## src/rtl/ssp_boot_loader.sv

```systemverilog
// ============================================================================
// Module      : ssp_boot_loader
// Description : Boot stage for superscaler_processor. Holds the core in reset,
//               clears the register file, fills MEM with NOP words, streams a
//               program image in over valid/ready, then releases the core.
// Revision    : 1.0 - initial release
// ============================================================================
`default_nettype none

module ssp_boot_loader #(
    parameter int          NUM_REGS  = 32,
    parameter int          REG_W     = 32,
    parameter int          MEM_DEPTH = 1024,
    parameter int          ADDR_W    = 10,
    parameter logic [31:0] NOP_WORD  = 32'hFC000000,
    localparam int         RA_W      = $clog2(NUM_REGS)
) (
    input  logic              clk1,
    input  logic              reset,
    input  logic              start,
    input  logic              ld_valid,
    output logic              ld_ready,
    input  logic [31:0]       ld_data,
    input  logic              ld_last,
    output logic              reg_we,
    output logic [RA_W-1:0]   reg_waddr,
    output logic [REG_W-1:0]  reg_wdata,
    output logic              mem_we,
    output logic [ADDR_W-1:0] mem_waddr,
    output logic [31:0]       mem_wdata,
    output logic              cpu_reset,
    output logic              busy,
    output logic              done,
    output logic [ADDR_W:0]   load_count,
    output logic              overflow
);

    localparam logic [RA_W-1:0]   REG_LAST = RA_W'(NUM_REGS - 1);
    localparam logic [ADDR_W-1:0] MEM_LAST = ADDR_W'(MEM_DEPTH - 1);

    typedef enum logic [2:0] {
        S_IDLE    = 3'd0,
        S_CLR_REG = 3'd1,
        S_CLR_MEM = 3'd2,
        S_LOAD    = 3'd3,
        S_FLUSH   = 3'd4,
        S_RUN     = 3'd5
    } state_t;

    state_t              state_q;
    logic                ld_ready_q;
    logic                reg_we_q;
    logic [RA_W-1:0]     reg_waddr_q;
    logic                mem_we_q;
    logic [ADDR_W-1:0]   mem_waddr_q;
    logic [31:0]         mem_wdata_q;
    logic                cpu_reset_q;
    logic                busy_q;
    logic                done_q;
    logic [ADDR_W:0]     load_count_q;
    logic                overflow_q;
    logic [ADDR_W-1:0]   ptr_q;

    // Every output is a register; each transition sets the outputs for the
    // state being entered, so strobes appear in the cycle after their edge.
    always_ff @(posedge clk1) begin
        if (reset) begin
            state_q      <= S_IDLE;
            ld_ready_q   <= 1'b0;
            reg_we_q     <= 1'b0;
            reg_waddr_q  <= '0;
            mem_we_q     <= 1'b0;
            mem_waddr_q  <= '0;
            mem_wdata_q  <= '0;
            cpu_reset_q  <= 1'b1;
            busy_q       <= 1'b0;
            done_q       <= 1'b0;
            load_count_q <= '0;
            overflow_q   <= 1'b0;
            ptr_q        <= '0;
        end else begin
            reg_we_q <= 1'b0;
            mem_we_q <= 1'b0;
            case (state_q)
                S_IDLE: begin
                    if (start) begin
                        state_q     <= S_CLR_REG;
                        reg_we_q    <= 1'b1;
                        reg_waddr_q <= '0;
                        busy_q      <= 1'b1;
                    end
                end
                S_CLR_REG: begin
                    if (reg_waddr_q == REG_LAST) begin
                        state_q     <= S_CLR_MEM;
                        mem_we_q    <= 1'b1;
                        mem_waddr_q <= '0;
                        mem_wdata_q <= NOP_WORD;
                    end else begin
                        reg_we_q    <= 1'b1;
                        reg_waddr_q <= reg_waddr_q + 1'b1;
                    end
                end
                S_CLR_MEM: begin
                    if (mem_waddr_q == MEM_LAST) begin
                        state_q      <= S_LOAD;
                        ld_ready_q   <= 1'b1;
                        ptr_q        <= '0;
                        load_count_q <= '0;
                        overflow_q   <= 1'b0;
                    end else begin
                        mem_we_q    <= 1'b1;
                        mem_waddr_q <= mem_waddr_q + 1'b1;
                    end
                end
                S_LOAD: begin
                    if (ld_valid && ld_ready_q) begin
                        mem_we_q     <= 1'b1;
                        mem_waddr_q  <= ptr_q;
                        mem_wdata_q  <= ld_data;
                        ptr_q        <= ptr_q + 1'b1;
                        load_count_q <= load_count_q + 1'b1;
                        // A full MEM ends the load even without ld_last.
                        if (ld_last || (ptr_q == MEM_LAST)) begin
                            state_q    <= S_FLUSH;
                            ld_ready_q <= 1'b0;
                            overflow_q <= ~ld_last;
                        end
                    end
                end
                S_FLUSH: begin
                    state_q     <= S_RUN;
                    busy_q      <= 1'b0;
                    done_q      <= 1'b1;
                    cpu_reset_q <= 1'b0;
                end
                S_RUN: begin
                    if (start) begin
                        state_q     <= S_CLR_REG;
                        reg_we_q    <= 1'b1;
                        reg_waddr_q <= '0;
                        busy_q      <= 1'b1;
                        done_q      <= 1'b0;
                        cpu_reset_q <= 1'b1;
                    end
                end
                default: begin
                    state_q     <= S_IDLE;
                    ld_ready_q  <= 1'b0;
                    busy_q      <= 1'b0;
                    done_q      <= 1'b0;
                    cpu_reset_q <= 1'b1;
                end
            endcase
        end
    end

    assign ld_ready   = ld_ready_q;
    assign reg_we     = reg_we_q;
    assign reg_waddr  = reg_waddr_q;
    assign reg_wdata  = '0;
    assign mem_we     = mem_we_q;
    assign mem_waddr  = mem_waddr_q;
    assign mem_wdata  = mem_wdata_q;
    assign cpu_reset  = cpu_reset_q;
    assign busy       = busy_q;
    assign done       = done_q;
    assign load_count = load_count_q;
    assign overflow   = overflow_q;

endmodule

`default_nettype wire
```

## config.mk

```make
export PLATFORM = sky130hd
export DESIGN_NAME = ssp_boot_loader
export DESIGN_NICKNAME = d
export VERILOG_FILES = /design/src/rtl/ssp_boot_loader.sv
export SDC_FILE = /design/constraint.sdc
export NUM_CORES = 1
export LEC_CHECK = 0
export ABC_AREA = 1
export CORE_AREA = 2 2 110 112
export CTS_CLUSTER_SIZE = 24
export DETAILED_ROUTE_END_ITERATION = 7
export DIE_AREA = 0 0 112 114
export HOLD_SLACK_MARGIN = 0.15
export SLEW_MARGIN = 20
export SYNTH_ARGS = -nofsm -noshare
export SYNTH_HDL_FRONTEND = slang
export SYNTH_SLANG_ARGS = --single-unit
export TNS_END_PERCENT = 50
```

## constraint.sdc

```tcl
create_clock -name clk1 -period 2.1 [get_ports clk1]
set_clock_uncertainty 0.15 [all_clocks]
set_input_delay 0.63 -clock clk1 [delete_from_list [all_inputs] [get_ports clk1]]
set_output_delay 0.63 -clock clk1 [all_outputs]
set_load 0.02 [all_outputs]
```

## Word level (Yosys, flattened, before mapping)

Cells that the tools add are included.

| word-level totals | value |
|---|---|
| flip-flop bits (word level) | 78 |
| bits in latches | 0 |
| bits in writable memories | 0 |
| memory bits (read-only) | 0 |
| input bits | 37 |
| output and inout bits | 97 |
| logic and storage cells | 99 |
| memories | 0 |

| cells by class | value |
|---|---|
| add/subtract/negate cells | 4 |
| $mul | 0 |
| div/mod/pow operators | 0 |
| $lt $le $gt $ge | 0 |
| equality and inequality tests | 16 |
| shift operators | 0 |
| multiplexer cells | 42 |
| bitwise logic cells | 4 |
| reduce and logical (&&, ||, !) cells | 20 |

Operator list:

| cell | count |
|---|---|
| two-way mux 32 bit | 2 |
| case mux 32 bit (2 select lines) | 1 |
| two-way mux 10 bit | 5 |
| case mux 10 bit (3 select lines) | 1 |
| two-way mux 11 bit | 2 |
| case mux 11 bit (2 select lines) | 1 |
| adder 10 x 1 -> 10 bit (second input constant) | 2 |
| == test 10 bit (second input constant) | 2 |
| case mux 10 bit (2 select lines) | 1 |
| two-way mux 3 bit | 5 |
| case mux 3 bit (5 select lines) | 1 |
| inequality test 2 bit (second input constant) | 7 |
| two-way mux 1 bit | 13 |
| case mux 1 bit (3 select lines) | 4 |
| AND reduction 4 bit | 3 |
| adder 11 x 1 -> 11 bit (second input constant) | 1 |
| two-way mux 5 bit | 2 |
| case mux 5 bit (2 select lines) | 1 |
| AND reduction 3 bit | 3 |
| OR reduction 4 bit | 2 |
| == test 3 x 2 -> 1 bit (second input constant) | 2 |
| == test 3 bit (second input constant) | 2 |
| case mux 1 bit (2 select lines) | 3 |
| nonzero test 2 bit | 3 |
| other kinds (13) | 17 |

## Longest topological paths before layout

| depth | value |
|---|---|
| depth after elaboration | 5 |
| gate-level depth with buffers | 12 |
| mapped depth without buffers | 12 |

## Worst setup path after synthesis

No wires, ideal clock.

| timing | value |
|---|---|
| kind | register to register |
| from | register mem_waddr_q[0], in the netlist mem_waddr[0] |
| to | register load_count_q[1], in the netlist load_count[1] |
| data arrival time | 1.623 ns |
| path slack | 0.200 ns |
| cell stages (with the launch flop) | 10 |
| path buffers | 1 |
| clock period less this slack | 1.900 ns |
| cells stage by stage | dfxtp_1 ha_1 nand2_1 nor2_2 nand3_1 nand2_2 nand2_4 buf_6 a22oi_1 nor2_1 |

| between the ends | value |
|---|---|
| word-level cells in the longest chain between the ends | 3 |

RTL lines:

| item | RTL line | text |
|---|---|---|
| start: declaration | 55 | `logic [ADDR_W-1:0] mem_waddr_q;` |
| start signal: assignment | 113 | `mem_waddr_q <= mem_waddr_q + 1'b1;` |
| start signal: assignment | 119 | `mem_waddr_q <= ptr_q;` |
| == test 10 bit | 105 | `if (mem_waddr_q == MEM_LAST) begin` |
| inequality test 2 bit (no line) | n/a |  |
| AND reduction 3 bit (no line) | n/a |  |
| end signal: assignment | 122 | `load_count_q <= load_count_q + 1'b1;` |
| end: declaration | 60 | `logic [ADDR_W:0] load_count_q;` |

Every way passes these cells.
A chain may end at the register's enable or synchronous reset.

## Final worst setup path

| timing | value |
|---|---|
| from | register mem_wdata_q[10], in the netlist mem_wdata[10] |
| to | output port mem_wdata[10] |

RTL lines:

| item | RTL line | text |
|---|---|---|
| start: declaration | 56 | `logic [31:0] mem_wdata_q;` |
| start signal: assignment | 120 | `mem_wdata_q <= ld_data;` |
| end: declaration | 30 | `output logic [31:0] mem_wdata,` |

No word-level cell between the ends.

==> impl_metrics.ini <==
[die]
start_util_pct = 33.81
die_area_um2 = 12770
fp.dieW_um = 112
io_pins = 134
rows = 40
coreArea_um2 = 11710
die-height_um = 114

[sta]
clock.fmax_mhz = 484.8
slew_violations = 0
final_hold_viol_count = 0
fin_crit_ps = 2063
grt_setup_unrepaired = no
final-setup-viol-count = 0
post-route-period-util_pct = 98.23
hold_slack_ps = 304.7

[critical_path]
r2r-end = mem_waddr[6]
worst_ep_required_time_ps = 1320
cp-start-kind = flip-flop
cp_slowest_cell = clkdlybuf4s50_1
crit_family = buffers and inverters
r2r-start = reg_waddr[1]
r2r_slack_ps = 180
critPathCaptureType = primary output
path_max_fanout = 2
cp_cell_sequence = clkdlybuf4s50_1
worst-path-buf-inv = 1
cp.arrival_ps = 1280
rr_worst_depth = 11
slowest_delay_ps = 600
criticalPathCategory = reg -> out

[global_routing]
grt_first_pass_wirelength_um = 16650
grt_pass1_vias = 3598
grt_max_degree = 27
antenna_found_initial = 0
track_usage_pct = 16.14
gr-total-overflow = 0

[routing]
num_vias = 3845
routed_wirelength_um = 10160
drc = 0
ant_nets = 0
dr.pass1.iters = 4
wire_per_inst_um = 12.03
drtIter0Drc = 198
viasPerCell = 4.550

[clocking]
htree_levels = 3
cts_tree = built
clk_latency_ps = 340
numCtsBuffers = 9
cts-root-buf = clkbuf_16
postCtsSetupRepairBufs = 0
ctsLongestPathBuffers = 2
cts_sinks = 78
cts_hold_buf = 0
clkTransAtPathRegs_ps = 60

[synth]
synth_cells = 573
synth_area_um2 = 3960
synth.yosys.seq_area_share_pct = 39.43
syn_area_per_cell_um2 = 6.911
yosysWarnings = 0
ys_seq_elements = 78
synth.distinct_cells = 32

[run_status]
status = completed

[worst_hold_path]
hold_path_end = overflow
min_from = overflow
holdCritPathClass = reg -> reg
hold_depth = 2

[finish]
syn_to_final_growth_pct = 39.18
finalInstanceArea_um2 = 5512
fin_nets = 736
drive_gt1_share_pct = 10.74
post-route-util_pct = 47.06
num_antenna_cells = 0

[place]
routabilityCongestion = 0.8447
hpwl_um = 7669
place_area_um2 = 5160
io_buffers = 101

[power]
cellLeakagePower_nw = 2.650
p_per_area_nw_per_um2 = 1206
peakVddDrop_v = 0.0006493

[run]
cap_violations = 0
[routing by layer]
metal	up-vias	global-route usage [%]	wire length, µm
met3	14	7.014	952
met4	0	6.748	201
met5	-	0	0
li1	1997	-	-
met1	1725	18.78	4456
met2	109	26.14	4551
[power breakdown]
part	leakage, nW	total (mW)	switching (mW)	internal [mW]
logic	1.85	2.74	1.63	1.11
registers	0.637	2.12	0.248	1.87
clock network	0.161	1.78	0.631	1.15
[per-stage QoR]
step,TNS (ps),total power [mW],worst slack (ps),std cells
final,0,6.650,37.17,845
after global placement,-3582,4.984,-147.2,830
after floorplan,0,3.905,199.5,604
after CTS,0,6.750,0.9157,845
after global routing,0,7.096,0.3760,845
after detailed placement,-4368,5.014,-199.8,830
[Yosys cell counts]
cell type	instances	area share [%]
a211oi_1	2	0.38
a21oi_1	48	6.1
a22oi_1	1	0.19
buf_2	3	0.38
buf_4	37	7.0
buf_6	6	1.7
clkbuf_1	5	0.47
clkinv_1	1	0.095
conb_1	1	0.095
dfxtp_1	78	39
ha_1	5	1.6
inv_1	39	3.7
inv_2	9	0.85
nand2_1	130	12
nand2_2	5	0.79
nand2_4	3	0.85
nand3_1	29	3.7
nand3_2	3	0.76
nand3b_1	2	0.38
nand4_1	3	0.47
nand4_2	1	0.32
nor2_1	106	10
nor2_2	4	0.63
nor2_4	4	1.1
nor3_1	3	0.38
o21ai_0	18	2.3
o21ai_1	17	2.1
o21bai_1	1	0.19
o22ai_1	4	0.63
or2_2	1	0.16
xnor2_1	1	0.22
xor2_1	3	0.66
[worst max path at each step]
stage / endpoint / startpoint / cells after the start
2_1_floorplan: load_count[1] / mem_waddr[0] / 9
3_3_place_gp: load_count[8] / ld_valid / 10
3_5_place_dp: ptr_q[3] / ld_valid / 9
4_1_cts: mem_wdata[11] / mem_wdata[11] / 1
5_1_grt: busy / busy / 1
6_report: mem_wdata[10] / mem_wdata[10] / 1
[registers in the layout, summed over array words and instances, names as in the netlist]
name and flops:
overflow 1, reg_waddr 5, busy 1, load_count 11, ld_ready 1, cpu_reset 1, mem_wdata 32, mem_waddr 10
reg_we 1, ptr_q 10, mem_we 1, done 1, state_q 3
[worst register-to-register path: cells and delay by family, from the launching register on]
kind	cells	cell delay, ps
compound gates	1	110
fa+ha+maj	2	360
buf+inv	3	320
flops	1	330
simple gates	5	550
[placed cells by master, fill, tap and decap left out, types with 2 or more instances in the layout]
| master | n |
|---|---|
| a211oi_1 | 2 |
| dlymetal6s2s_1 | 18 |
| nand2_4 | 3 |
| conb_1 | 32 |
| buf_12 | 4 |
| inv_2 | 9 |
| nand4_1 | 3 |
| o22ai_1 | 4 |
| inv_1 | 39 |
| nor2_2 | 5 |
| buf_4 | 25 |
| clkbuf_16 | 9 |
| dlygate4sd2_1 | 32 |
| nor2_1 | 105 |
| ha_1 | 5 |
| o21ai_0 | 18 |
| nand3_1 | 29 |
| xor2_1 | 3 |
| nand2_1 | 130 |
| nand2_2 | 5 |
| o21ai_1 | 17 |
| clkdlybuf4s50_1 | 51 |
| bufinv_16 | 3 |
| nor3_1 | 3 |
| nand3_2 | 2 |
| a21oi_1 | 48 |
| nand3b_1 | 2 |
| nor2_4 | 4 |
| dfxtp_1 | 78 |
[cell families (layout without fill, tap and decap cells)]
| family | Yosys count | in the layout | share of synthesized area [%] |
|---|---|---|---|
| xor gates and xnor gates | 4 | 4 | 0.8848 |
| other | 1 | 32 | 0.09470 |
| DFF | 78 | 78 | 39.43 |
| AOI/OAI and AO/OA | 91 | 91 | 11.88 |
| adders and majority gates | 5 | 5 | 1.580 |
| and+or+nand+nor | 294 | 294 | 31.91 |
| buffers and inverters | 100 | 194 | 14.22 |
[final cells by class]
class	instances	area (µm²)
clock buffers	9	225.2
clock inverters	6	111.4
fillers	1229	6200
inverters	49	183.9
multi-input cells	426	1962
flip-flops and latches	78	1562
well taps	147	183.9
repair buffers	130	1284
[repair_timing]
action / in CTS / in global routing
endpoints found under the hold margin: 0 / 0
resized for setup: 32 / 20
gates cloned: 0 / 0
pin swaps: 0 / 1
endpoints found under the setup margin: 32 / 28
No activity file was read; power rests on OpenSTA's default activity.
